## src/rtl/regfile_wb_queue.sv

```systemverilog
// Writeback queue owning the single regfile write port, with per-register pending status.
// Optional bypass outputs are enabled by defining WB_BYPASS_EN.
module regfile_wb_queue #(
    parameter int unsigned DEPTH = 4,
    parameter int unsigned XLEN  = 32,
    parameter int unsigned RAW   = 5
) (
    input  logic                     clk,
    input  logic                     rst_n,
    input  logic                     in_valid,
    output logic                     in_ready,
    input  logic [RAW-1:0]           in_rd,
    input  logic [XLEN-1:0]          in_data,
    output logic                     RegWrite,
    output logic [RAW-1:0]           rd,
    output logic [XLEN-1:0]          write_data,
    input  logic [RAW-1:0]           rs1,
    input  logic [RAW-1:0]           rs2,
    output logic                     rs1_busy,
    output logic                     rs2_busy,
    output logic                     rs1_fwd_valid,
    output logic [XLEN-1:0]          rs1_fwd_data,
    output logic                     rs2_fwd_valid,
    output logic [XLEN-1:0]          rs2_fwd_data,
    output logic [$clog2(DEPTH):0]   count
);

    localparam int unsigned PW = $clog2(DEPTH);
    localparam int unsigned CW = PW + 1;

    logic [PW-1:0]   head_q, head_d, tail_q, tail_d;
    logic [CW-1:0]   count_q, count_d;
    logic [RAW-1:0]  rd_mem   [DEPTH];
    logic [XLEN-1:0] data_mem [DEPTH];
    logic            accept, store, drain;

    assign in_ready = (count_q != CW'(DEPTH));
    assign accept   = in_valid && in_ready;
    // x0 writes complete the handshake but are never queued.
    assign store    = accept && (in_rd != '0);
    // An entry accepted this edge is not yet in count_q, so no flow-through.
    assign drain    = (count_q != '0);
    assign count    = count_q;

    always_comb begin
        head_d  = head_q;
        tail_d  = tail_q;
        count_d = count_q;
        if (store) begin
            tail_d = tail_q + PW'(1);
        end
        if (drain) begin
            head_d = head_q + PW'(1);
        end
        if (store && !drain) begin
            count_d = count_q + CW'(1);
        end else if (!store && drain) begin
            count_d = count_q - CW'(1);
        end
    end

    always_ff @(posedge clk or negedge rst_n) begin
        if (!rst_n) begin
            head_q     <= '0;
            tail_q     <= '0;
            count_q    <= '0;
            RegWrite   <= 1'b0;
            rd         <= '0;
            write_data <= '0;
        end else begin
            head_q   <= head_d;
            tail_q   <= tail_d;
            count_q  <= count_d;
            RegWrite <= drain;
            if (drain) begin
                rd         <= rd_mem[head_q];
                write_data <= data_mem[head_q];
            end
        end
    end

    always_ff @(posedge clk) begin
        if (store) begin
            rd_mem[tail_q]   <= in_rd;
            data_mem[tail_q] <= in_data;
        end
    end

    logic rs1_hit, rs2_hit;
`ifdef WB_BYPASS_EN
    logic [XLEN-1:0] rs1_sel, rs2_sel;
`endif

    // Scan oldest to youngest so the last match is the value the regfile ends up holding.
    always_comb begin
        rs1_hit = RegWrite && (rd == rs1);
        rs2_hit = RegWrite && (rd == rs2);
`ifdef WB_BYPASS_EN
        rs1_sel = rs1_hit ? write_data : '0;
        rs2_sel = rs2_hit ? write_data : '0;
`endif
        for (int i = 0; i < DEPTH; i++) begin
            logic [PW-1:0] idx;
            idx = head_q + PW'(i);
            if (CW'(i) < count_q) begin
                if (rd_mem[idx] == rs1) begin
                    rs1_hit = 1'b1;
`ifdef WB_BYPASS_EN
                    rs1_sel = data_mem[idx];
`endif
                end
                if (rd_mem[idx] == rs2) begin
                    rs2_hit = 1'b1;
`ifdef WB_BYPASS_EN
                    rs2_sel = data_mem[idx];
`endif
                end
            end
        end
    end

    assign rs1_busy = rs1_hit && (rs1 != '0);
    assign rs2_busy = rs2_hit && (rs2 != '0);

`ifdef WB_BYPASS_EN
    assign rs1_fwd_valid = rs1_busy;
    assign rs2_fwd_valid = rs2_busy;
    assign rs1_fwd_data  = rs1_busy ? rs1_sel : '0;
    assign rs2_fwd_data  = rs2_busy ? rs2_sel : '0;
`else
    assign rs1_fwd_valid = 1'b0;
    assign rs2_fwd_valid = 1'b0;
    assign rs1_fwd_data  = '0;
    assign rs2_fwd_data  = '0;
`endif

endmodule

```

## config.mk

```make
export PLATFORM = sky130hd
export DESIGN_NAME = regfile_wb_queue
export DESIGN_NICKNAME = d
export VERILOG_FILES = /design/src/rtl/regfile_wb_queue.sv
export SDC_FILE = /design/constraint.sdc
export NUM_CORES = 1
export LEC_CHECK = 0
export ABC_CLOCK_PERIOD_IN_PS = 3350
export BUFFER_PORTS_ARGS = -buffer_cell sky130_fd_sc_hd__buf_2
export CORE_MARGIN = 2
export CORE_UTILIZATION = 56
export DETAILED_ROUTE_END_ITERATION = 6
export MAX_ROUTING_LAYER = met4
export PLACE_DENSITY = 0.78
export SETUP_SLACK_MARGIN = 0.02
export SYNTH_ARGS = -nofsm -noshare
export SYNTH_HDL_FRONTEND = slang
export SYNTH_SLANG_ARGS = --single-unit
```

## constraint.sdc

```tcl
create_clock -name clk -period 3.35 [get_ports clk]
set_input_delay 0.1675 -clock clk [delete_from_list [all_inputs] [get_ports clk]]
set_output_delay 0.1675 -clock clk [all_outputs]
set_load 0.03 [all_outputs]
```

==> flow_metrics.env, run 1 <==
export IMPL_status="finished, final reports clean"
export IMPL_clkSinkCount=193
export IMPL_syn_area_mm2=0.008733
export IMPL_critPathBufInv=1
export IMPL_fmax_ghz=0.3319
export IMPL_dr_pass1_iters=4
export IMPL_place_congestion=0.8957
export IMPL_path_clk_slew_ns=0.06
export IMPL_startpoint_type="register"
export IMPL_syn_inst=574
export IMPL_ir_drop_v=0.0005623
export IMPL_worstPathArrival_ns=2.85
export IMPL_synth_ff_type="edfxtp_1"
export IMPL_hold_viol_final=0
export IMPL_io_pin_count=160
export IMPL_ys_top_cells_by_count="edfxtp_1, nand2_1, buf_4"
export IMPL_ctsHoldBuffers=38
export IMPL_fp_row_count=45
export IMPL_period_share_pct=89.94
export IMPL_synth_edf_count=148
export IMPL_tightest_slew_ns=0.7546
export IMPL_layout_nets=759
export IMPL_n_antenna_cell=0
export IMPL_cts_root_buf="clkbuf_16"
export IMPL_crit_family="flip-flops"
export IMPL_p_per_area_mw_per_mm2=928.8
export IMPL_end_kind="output port"
export IMPL_cts_tree="done"
export IMPL_die_h_um=128.9
export IMPL_reg2reg_slack_ns=0.64
export IMPL_fill_cells=1011
export IMPL_dpl_cell_area_mm2=0.009154
export IMPL_ys_top_cells_by_area="edfxtp_1, dfrtp_1, mux4_2"
export IMPL_cap_violations=0
export IMPL_required_ns=3.18
export IMPL_grt_pass1_vias=5049
export IMPL_synth_top_area_share_pct=50.89
export IMPL_slew_violations=0
export IMPL_ys_warn_count=0
export IMPL_finalSetupViolCount=0
export IMPL_coreArea_mm2=0.01520
export IMPL_cts_buffer_depth=2
export IMPL_via_per_inst=5.424
export IMPL_yosysUniqueCellTypes=33
export IMPL_numCtsBuffers=17
export IMPL_relSlewSlack_pct=49.70
export IMPL_vias=4887
export IMPL_holdWs_ns=0.2388
export IMPL_worstPathCellList="mux4_1 -> xnor2_1 -> nand4_1 -> o31ai_1 -> o22a_1 -> buf_2"
export IMPL_clock_skew_ns=0.009035
export IMPL_min_period_ns=3.013
export IMPL_cts_resized=0
export IMPL_die_area_mm2=0.01661
export IMPL_clk_insertion_delay_late_ns=0.43
export IMPL_seqCellArea_mm2=0.005575
export IMPL_design_area_mm2=0.01013
export IMPL_yosysMostFrequentCell="edfxtp_1"
export IMPL_slowest_stage="dfrtp_4"
export IMPL_dpl_hpwl_mm=10.72
export IMPL_wl_per_cell_um=18.81
export IMPL_routed_wirelength_mm=16.95
export IMPL_h_tree_depth=4
export IMPL_p_leak_nw=3.999
export IMPL_async_reset_ff_share_pct=23.32
export IMPL_layout_drive_gt1_share_pct=25.67
export IMPL_path_class="reg -> out"
export IMPL_grt_pass1_wl_mm=26.73
export IMPL_io_buffer_count=93
export IMPL_drt_iter0_drc=250
export IMPL_antenna_found_initial=0
export IMPL_grt_ovfl_total=0
export IMPL_max_stage_delay_ns=0.75
export IMPL_drcViolationCount=0
export IMPL_drtAntennaViolNets=0
export IMPL_ys_ff_latch=193
export IMPL_avgSynthCellArea_um2=15.21
export IMPL_start_util_pct=57.45
export IMPL_syn_to_final_growth_pct=15.95
export IMPL_cts_setup_buffers=0
export IMPL_die_x_um=128.9
export IMPL_tns_ns=0
export IMPL_grt_setup_unrepaired="false"
export IMPL_synth_top_area_cell="edfxtp_1"
export IMPL_critPathMaxFanout=32
export IMPL_ys_seq_area_share_pct=63.78
export IMPL_grt_max_degree=40
export IMPL_multiInputGateArea_mm2=0.002741
export IMPL_hold_path_class="in -> reg"
export IMPL_grt_usage_pct=22.47
==> per-layer routing <==
layer / up-vias / routed length, µm / track usage [%] / part of all wire [%]
met5: - / 0 / - / 0
met4: 0 / 302 / 7.481 / 1.8
met3: 27 / 758 / 4.241 / 4.5
met2: 189 / 8847 / 38.10 / 52
met1: 2472 / 7043 / 27.47 / 42
li1: 2199 / - / - / -
==> flip-flops by register name, indices dropped and copies added (netlist names) <==
signal,flops
rd,5
head_q,2
data_mem,128
rd_mem,20
tail_q,2
write_data,32
RegWrite,1
count,3
==> where the power goes <==
| part | internal [mW] | leakage (nW) | switching, mW |
|---|---|---|---|
| Sequential | 3.27 | 1.88 | 0.448 |
| Clock | 1.18 | 0.286 | 0.857 |
| Combinational | 1.49 | 1.83 | 2.17 |
| Total | 5.93 | 4.00 | 3.47 |
==> logic make-up (layout without fill, tap and decap cells) <==
family	count (synthesis)	after routing	synth area share, %
adders and majority gates	9	9	1.289
and+or+nand+nor	143	143	6.776
other	1	66	0.04294
DFF	193	193	63.78
muxes	56	56	13.72
buffers and inverters	103	177	7.765
xor gates and xnor gates	56	56	5.616
AOI/OAI and AO/OA	13	13	1.003
==> stage by stage <==
step | std cells | utilization (%) | setup WS [ns] | power (mW)
2_1_floorplan | 639 | - | 0.3696 | 6.501
3_3_place_gp | 831 | 60.21 | 0.6985 | 7.267
3_5_place_dp | 831 | 60.21 | 0.6116 | 7.391
4_1_cts | 901 | 66.61 | 0.3200 | 9.482
5_1_grt | 901 | 66.61 | 0.1365 | 9.929
6_report | 901 | 66.61 | 0.3371 | 9.405
==> final cells by class <==
cell class	count	share of cell area, %
sequential	193	55.06
multi-input combinational	343	27.07
timing repair buffer	140	9.514
clock buffer	19	4.275
tap	188	2.323
clock inverter	13	1.569
inverter	5	0.1853
==> worst min-delay path, cell delays in order <==
cell and delay (ns):
buf_2 0.09, nand2_1 0.07, a21oi_1 0.13, xnor2_1 0.16
==> cells in the final DEF (no fill, tap or decap), types with 9 or more instances in the layout <==
cell / count
dlygate4sd3_1: 38
nand2_1: 115
edfxtp_1: 148
buf_2: 93
mux4_2: 43
dfrtp_1: 43
xnor2_1: 30
clkbuf_16: 17
ha_1: 9
conb_1: 66
xor2_1: 26
==> worst paths after layout <==
| path | start | to | cells past startpoint |
|---|---|---|---|
| min in group asynchronous | rst_n | write_data[7] | 2 |
| worst max-delay path | head_q[0] | rs2_busy | 6 |
| worst min-delay path | in_valid | tail_q[0] | 4 |
| max in group asynchronous | rst_n | head_q[0] | 3 |
| worst max register to register | count[0] | data_mem[0][28] | 7 |
| worst min register to register | write_data[3] | write_data[3] | 2 |
Power figures use the tool's default switching activity.
==> run 2: changes to the inputs <==
--- a/config.mk
+++ b/config.mk
@@ -7,7 +7,7 @@
 export LEC_CHECK = 0
 export ABC_CLOCK_PERIOD_IN_PS = 3350
 export BUFFER_PORTS_ARGS = -buffer_cell sky130_fd_sc_hd__buf_2
-export CORE_MARGIN = 2
+export CORE_MARGIN = 8
 export CORE_UTILIZATION = 56
 export DETAILED_ROUTE_END_ITERATION = 6
 export MAX_ROUTING_LAYER = met4
==> run 2 against run 1 <==
Clock power decreased by 3%. Core utilization about the same. Routed wire length increased by 4.8%. Cell count increased by 0.11%. Largest cell class unchanged. Critical endpoint is now rs1_busy. Combinational power increased by 3%. Power decreased by 0.42%. Fmax decreased by 3.3%. First-iteration DRC count increased by 50%. Non-clock buffer count increased by 1.
==> flow_metrics.env, run 2 (synthesized netlist as in run 1, its figures left out) <==
export IMPL_dr_pass1_iters=5
export IMPL_min_period_ns=3.115
export IMPL_multiInputGateArea_mm2=0.002741
export IMPL_largest_register="data_mem"
export IMPL_hold_viol_final=0
export IMPL_p_clk_share_pct=20.9
export IMPL_h_tree_depth=4
export IMPL_io_pin_count=160
export IMPL_layout_drive_gt1_share_pct=25.91
export IMPL_cts_resized=0
export IMPL_drt_iter0_drc=375
export IMPL_vias=4931
export IMPL_finalPower_mw=9.366
export IMPL_relSlewSlack_pct=25.66
export IMPL_fill_cells=1045
export IMPL_cts_tree="done"
export IMPL_syn_to_final_growth_pct=15.90
export IMPL_die_x_um=140.9
export IMPL_worstPathCellList="buf_4 -> mux4_2 -> xor2_1 -> nor4_1 -> nand3_1 -> o311ai_1 -> o22a_1 -> buf_2"
export IMPL_die_area_mm2=0.01985
export IMPL_fin_util_pct=66.58
export IMPL_clock_skew_ns=0.009033
export IMPL_wl_per_cell_um=19.70
export IMPL_power_frac_comb_pct=40.0
export IMPL_worstPathArrival_ns=2.95
export IMPL_p_per_area_mw_per_mm2=925.3
export IMPL_reg2reg_slack_ns=0.66
export IMPL_drtAntennaViolNets=0
export IMPL_max_stage_delay_ns=0.57
export IMPL_grt_max_degree=46
export IMPL_switching_share_pct=37.15
export IMPL_design_area_mm2=0.01012
export IMPL_end_kind="output port"
export IMPL_path_clk_slew_ns=0.07
export IMPL_final_cell_mix="edfxtp_1, nand2_1, buf_2, conb_1"
export IMPL_clk_insertion_delay_late_ns=0.43
export IMPL_finalSetupViolCount=0
export IMPL_power_switching_mw=3.479
export IMPL_via_per_inst=5.467
export IMPL_grt_pass1_wl_mm=28.28
export IMPL_layout_nets=760
export IMPL_cap_violations=0
export IMPL_coreArea_mm2=0.01520
export IMPL_dpl_hpwl_mm=11.90
export IMPL_grt_usage_pct=19.14
export IMPL_slowest_stage="dfrtp_2"
export IMPL_fmax_ghz=0.3210
export IMPL_io_buffer_count=93
export IMPL_routed_wirelength_mm=17.77
export IMPL_startpoint_type="register"
export IMPL_cts_buffer_depth=2
export IMPL_cts_root_buf="clkbuf_16"
export IMPL_path_class="reg -> out"
export IMPL_tightest_slew_ns=1.115
export IMPL_clkSinkCount=193
export IMPL_numCtsBuffers=17
export IMPL_tns_ns=0
export IMPL_layout_commonest_cell="edfxtp_1"
export IMPL_dpl_cell_area_mm2=0.009161
export IMPL_die_h_um=140.9
export IMPL_n_antenna_cell=0
export IMPL_seqCellArea_mm2=0.005575
export IMPL_ir_drop_v=0.0006270
export IMPL_start_util_pct=57.45
export IMPL_place_congestion=0.9832
export IMPL_grt_setup_unrepaired="false"
export IMPL_hold_path_class="in -> reg"
export IMPL_slew_violations=0
export IMPL_required_ns=3.18
export IMPL_grt_ovfl_total=0
export IMPL_drcViolationCount=0
export IMPL_holdWs_ns=0.2443
export IMPL_grt_pass1_vias=5314
export IMPL_top_regs="data_mem: 128 flops, write_data: 32 flops, rd_mem: 20 flops"
export IMPL_largest_reg_flops=128
export IMPL_status="finished, final reports clean"
export IMPL_p_leak_nw=3.992
export IMPL_fp_row_count=45
export IMPL_antenna_found_initial=0
export IMPL_power_frac_seq_pct=39.1
export IMPL_period_share_pct=92.99
export IMPL_critPathMaxFanout=18
export IMPL_internal_power_mw=5.887
==> run 2: path summary, 6_finish.rpt <==
kind,start,endpoint,cells after the start
hold reg to reg,write_data[12],write_data[12],2
setup / recovery,head_q[1],rs1_busy,8
max in group asynchronous,rst_n,head_q[0],2
min in group asynchronous,rst_n,write_data[28],2
setup reg to reg,count[0],data_mem[2][25],7
hold / removal,in_valid,tail_q[1],4
==> run 2: per-layer routing <==
layer | up-vias | global-route usage (%) | part of all wire, %
met3 | 21 | 5.436 | 8.2
met2 | 224 | 32.44 | 52
met4 | 0 | 5.543 | 1.4
met5 | - | - | 0
met1 | 2488 | 21.91 | 39
li1 | 2198 | - | -
==> run 2: per-stage QoR <==
stage | setup slack (ns) | cells
2_1_floorplan | 0.3696 | 639
3_3_place_gp | 0.8775 | 832
3_5_place_dp | 0.6713 | 832
4_1_cts | 0.3891 | 902
5_1_grt | 0.03639 | 902
6_report | 0.2348 | 902
==> run 2: cell type report <==
type / instances / share of cell area (%)
multi-input combinational: 343 / 27.08
timing repair buffer: 141 / 9.592
sequential: 193 / 55.08
clock inverter: 13 / 1.360
clock buffer: 19 / 4.376
inverter: 5 / 0.1854
tap: 188 / 2.324
==> run 2: critical path: cells and delay by family (launching register included) <==
kind | cells | cell delay (ns)
flops | 1 | 0.57
buf+inv | 2 | 0.53
compound gates | 2 | 0.35
xor+xnor | 1 | 0.16
mux | 1 | 0.38
simple gates | 2 | 0.52
==> run 2: power groups by stage <==
stage	Sequential, mW	Combinational (mW)	Clock (mW)
2_1_floorplan	4.06	2.44	0
3_3_place_gp	3.65	3.66	0
3_5_place_dp	3.71	3.73	0
4_1_cts	3.67	3.80	1.99
5_1_grt	3.74	4.05	2.09
6_report	3.66	3.75	1.96
==> run 2: what timing repair did <==
item,4_1_cts,5_1_grt
hold buffers,38,0
buffers inserted,0,0
endpoints found under the hold margin,193,0
==> run 3: changes to the inputs <==
--- a/config.mk
+++ b/config.mk
@@ -11,7 +11,7 @@
 export CORE_UTILIZATION = 56
 export DETAILED_ROUTE_END_ITERATION = 6
 export MAX_ROUTING_LAYER = met4
-export PLACE_DENSITY = 0.78
+export PLACE_DENSITY = 0.8
 export SETUP_SLACK_MARGIN = 0.02
 export SYNTH_ARGS = -nofsm -noshare
 export SYNTH_HDL_FRONTEND = slang
==> run 3 against run 2 <==
Clock skew is 0.0020 ns higher. Hold slack worse by 0.026 ns. Highest routed layer unchanged. Critical path type unchanged. Critical path depth is 1 lower. Routed wire length is 1.8% higher. Via count is 1.3% lower.
==> flow_metrics.env, run 3 (synthesized netlist as in run 1, its figures left out) <==
export IMPL_die_x_um=140.9
export IMPL_clk_insertion_delay_late_ns=0.43
export IMPL_grt_ovfl_total=0
export IMPL_p_per_area_mw_per_mm2=928.4
export IMPL_drt_iter0_drc=331
export IMPL_syn_to_final_growth_pct=15.74
export IMPL_slew_violations=0
export IMPL_layout_nets=760
export IMPL_coreArea_mm2=0.01520
export IMPL_cts_buffer_depth=2
export IMPL_vias=4866
export IMPL_cap_violations=0
export IMPL_routed_wirelength_mm=18.08
export IMPL_largest_register="data_mem"
export IMPL_status="finished, final reports clean"
export IMPL_critPathMaxFanout=22
export IMPL_clock_skew_ns=0.01101
export IMPL_min_period_ns=3.018
export IMPL_startpoint_type="register"
export IMPL_p_leak_nw=3.993
export IMPL_die_h_um=140.9
export IMPL_relSlewSlack_pct=55.69
export IMPL_path_class="reg -> out"
export IMPL_dpl_hpwl_mm=11.71
export IMPL_end_kind="output port"
export IMPL_tightest_slew_ns=0.6646
export IMPL_io_buffer_count=93
export IMPL_fill_cells=1045
export IMPL_required_ns=3.18
export IMPL_fp_row_count=45
export IMPL_numCtsBuffers=17
export IMPL_layout_drive_gt1_share_pct=26.05
export IMPL_grt_usage_pct=19.41
export IMPL_fin_cells=902
export IMPL_fmax_ghz=0.3314
export IMPL_period_share_pct=90.08
export IMPL_finalSetupViolCount=0
export IMPL_tns_ns=0
export IMPL_dpl_cell_area_mm2=0.009136
export IMPL_grt_pass1_wl_mm=28.57
export IMPL_dr_pass1_iters=4
export IMPL_hold_path_class="in -> reg"
export IMPL_n_antenna_cell=0
export IMPL_placed_cells=832
export IMPL_start_util_pct=57.45
export IMPL_finalPower_mw=9.385
export IMPL_largest_reg_flops=128
export IMPL_die_area_mm2=0.01985
export IMPL_holdWs_ns=0.2186
export IMPL_top_regs="data_mem: 128 flops, write_data: 32 flops, rd_mem: 20 flops"
export IMPL_path_clk_slew_ns=0.07
export IMPL_ir_drop_v=0.0005475
export IMPL_drtAntennaViolNets=0
export IMPL_cts_resized=0
export IMPL_place_congestion=0.8754
export IMPL_layout_commonest_cell="edfxtp_1"
export IMPL_clkSinkCount=193
export IMPL_cts_root_buf="clkbuf_16"
export IMPL_via_per_inst=5.395
export IMPL_design_area_mm2=0.01011
export IMPL_cts_tree="done"
export IMPL_grt_max_degree=41
export IMPL_hold_viol_final=0
export IMPL_final_cell_mix="edfxtp_1, nand2_1, buf_2, conb_1"
export IMPL_antenna_found_initial=0
export IMPL_grt_setup_unrepaired="false"
export IMPL_io_pin_count=160
export IMPL_cts_setup_buffers=0
export IMPL_wl_per_cell_um=20.05
export IMPL_grt_pass1_vias=5231
export IMPL_worstPathArrival_ns=2.85
export IMPL_drcViolationCount=0
export IMPL_h_tree_depth=4
==> run 3: changes by cell type in the layout (fill, tap and decap cells not counted), sizes merged <==
cell,change
clkinv,-4
clkinvlp,-1
inv,+5
==> run 3: layer usage <==
| layer | track usage (%) | wire length (µm) | part of all wire (%) |
|---|---|---|---|
| met1 | 22.37 | 7126 | 39 |
| met3 | 5.098 | 1371 | 7.6 |
| met2 | 32.56 | 9298 | 51 |
| met4 | 6.674 | 289 | 1.6 |
| met5 | - | 0 | 0 |
==> run 3: stage by stage <==
stage / utilization (%) / setup slack (ns)
after floorplan: - / 0.3696
after global placement: 60.10 / 0.8307
after detailed placement: 60.10 / 0.7378
after CTS: 66.49 / 0.2899
after global routing: 66.49 / 0.07481
final: 66.49 / 0.3323
==> run 3: path summary, 6_finish.rpt <==
| check | from | end | slack, ns | cells after the start |
|---|---|---|---|---|
| min reg2reg | write_data[13] | write_data[13] | 0.47 | 2 |
| max reg2reg | count[0] | data_mem[2][19] | 0.74 | 7 |
| max | head_q[1] | rs1_busy | 0.33 | 7 |
| min | in_valid | tail_q[0] | 0.22 | 4 |
| min in group asynchronous | rst_n | write_data[21] | 0.32 | 2 |
| max in group asynchronous | rst_n | write_data[24] | 2.25 | 3 |
==> run 3: final cells by class <==
class,count,area (µm²),share of cell area [%]
clock buffer,19,442.9,4.382
clock inverter,13,148.9,1.473
inverter,5,18.77,0.1857
multi-input combinational,343,2741,27.12
sequential,193,5575,55.16
tap,188,235.2,2.327
timing repair buffer,141,945.9,9.358
==> run 3: power by group <==
| group | switching, mW | internal, mW |
|---|---|---|
| clock | 0.872 | 1.13 |
| sequential | 0.411 | 3.27 |
| combinational | 2.23 | 1.47 |
| total | 3.51 | 5.88 |
==> run 3: repair_timing <==
item / 4_1_cts / 5_1_grt
endpoints found under the setup margin: 0 / 0
hold buffers: 38 / 0
endpoints found under the hold margin: 171 / 0
==> run 3: worst max-delay path, cell delays in order (launching register included) <==
cell and delay (ns):
dfrtp_2 0.68, mux4_2 0.61, xor2_1 0.16, nor4_1 0.33, nand3_1 0.13, o311ai_1 0.12, o22a_1 0.20, buf_2 0.20
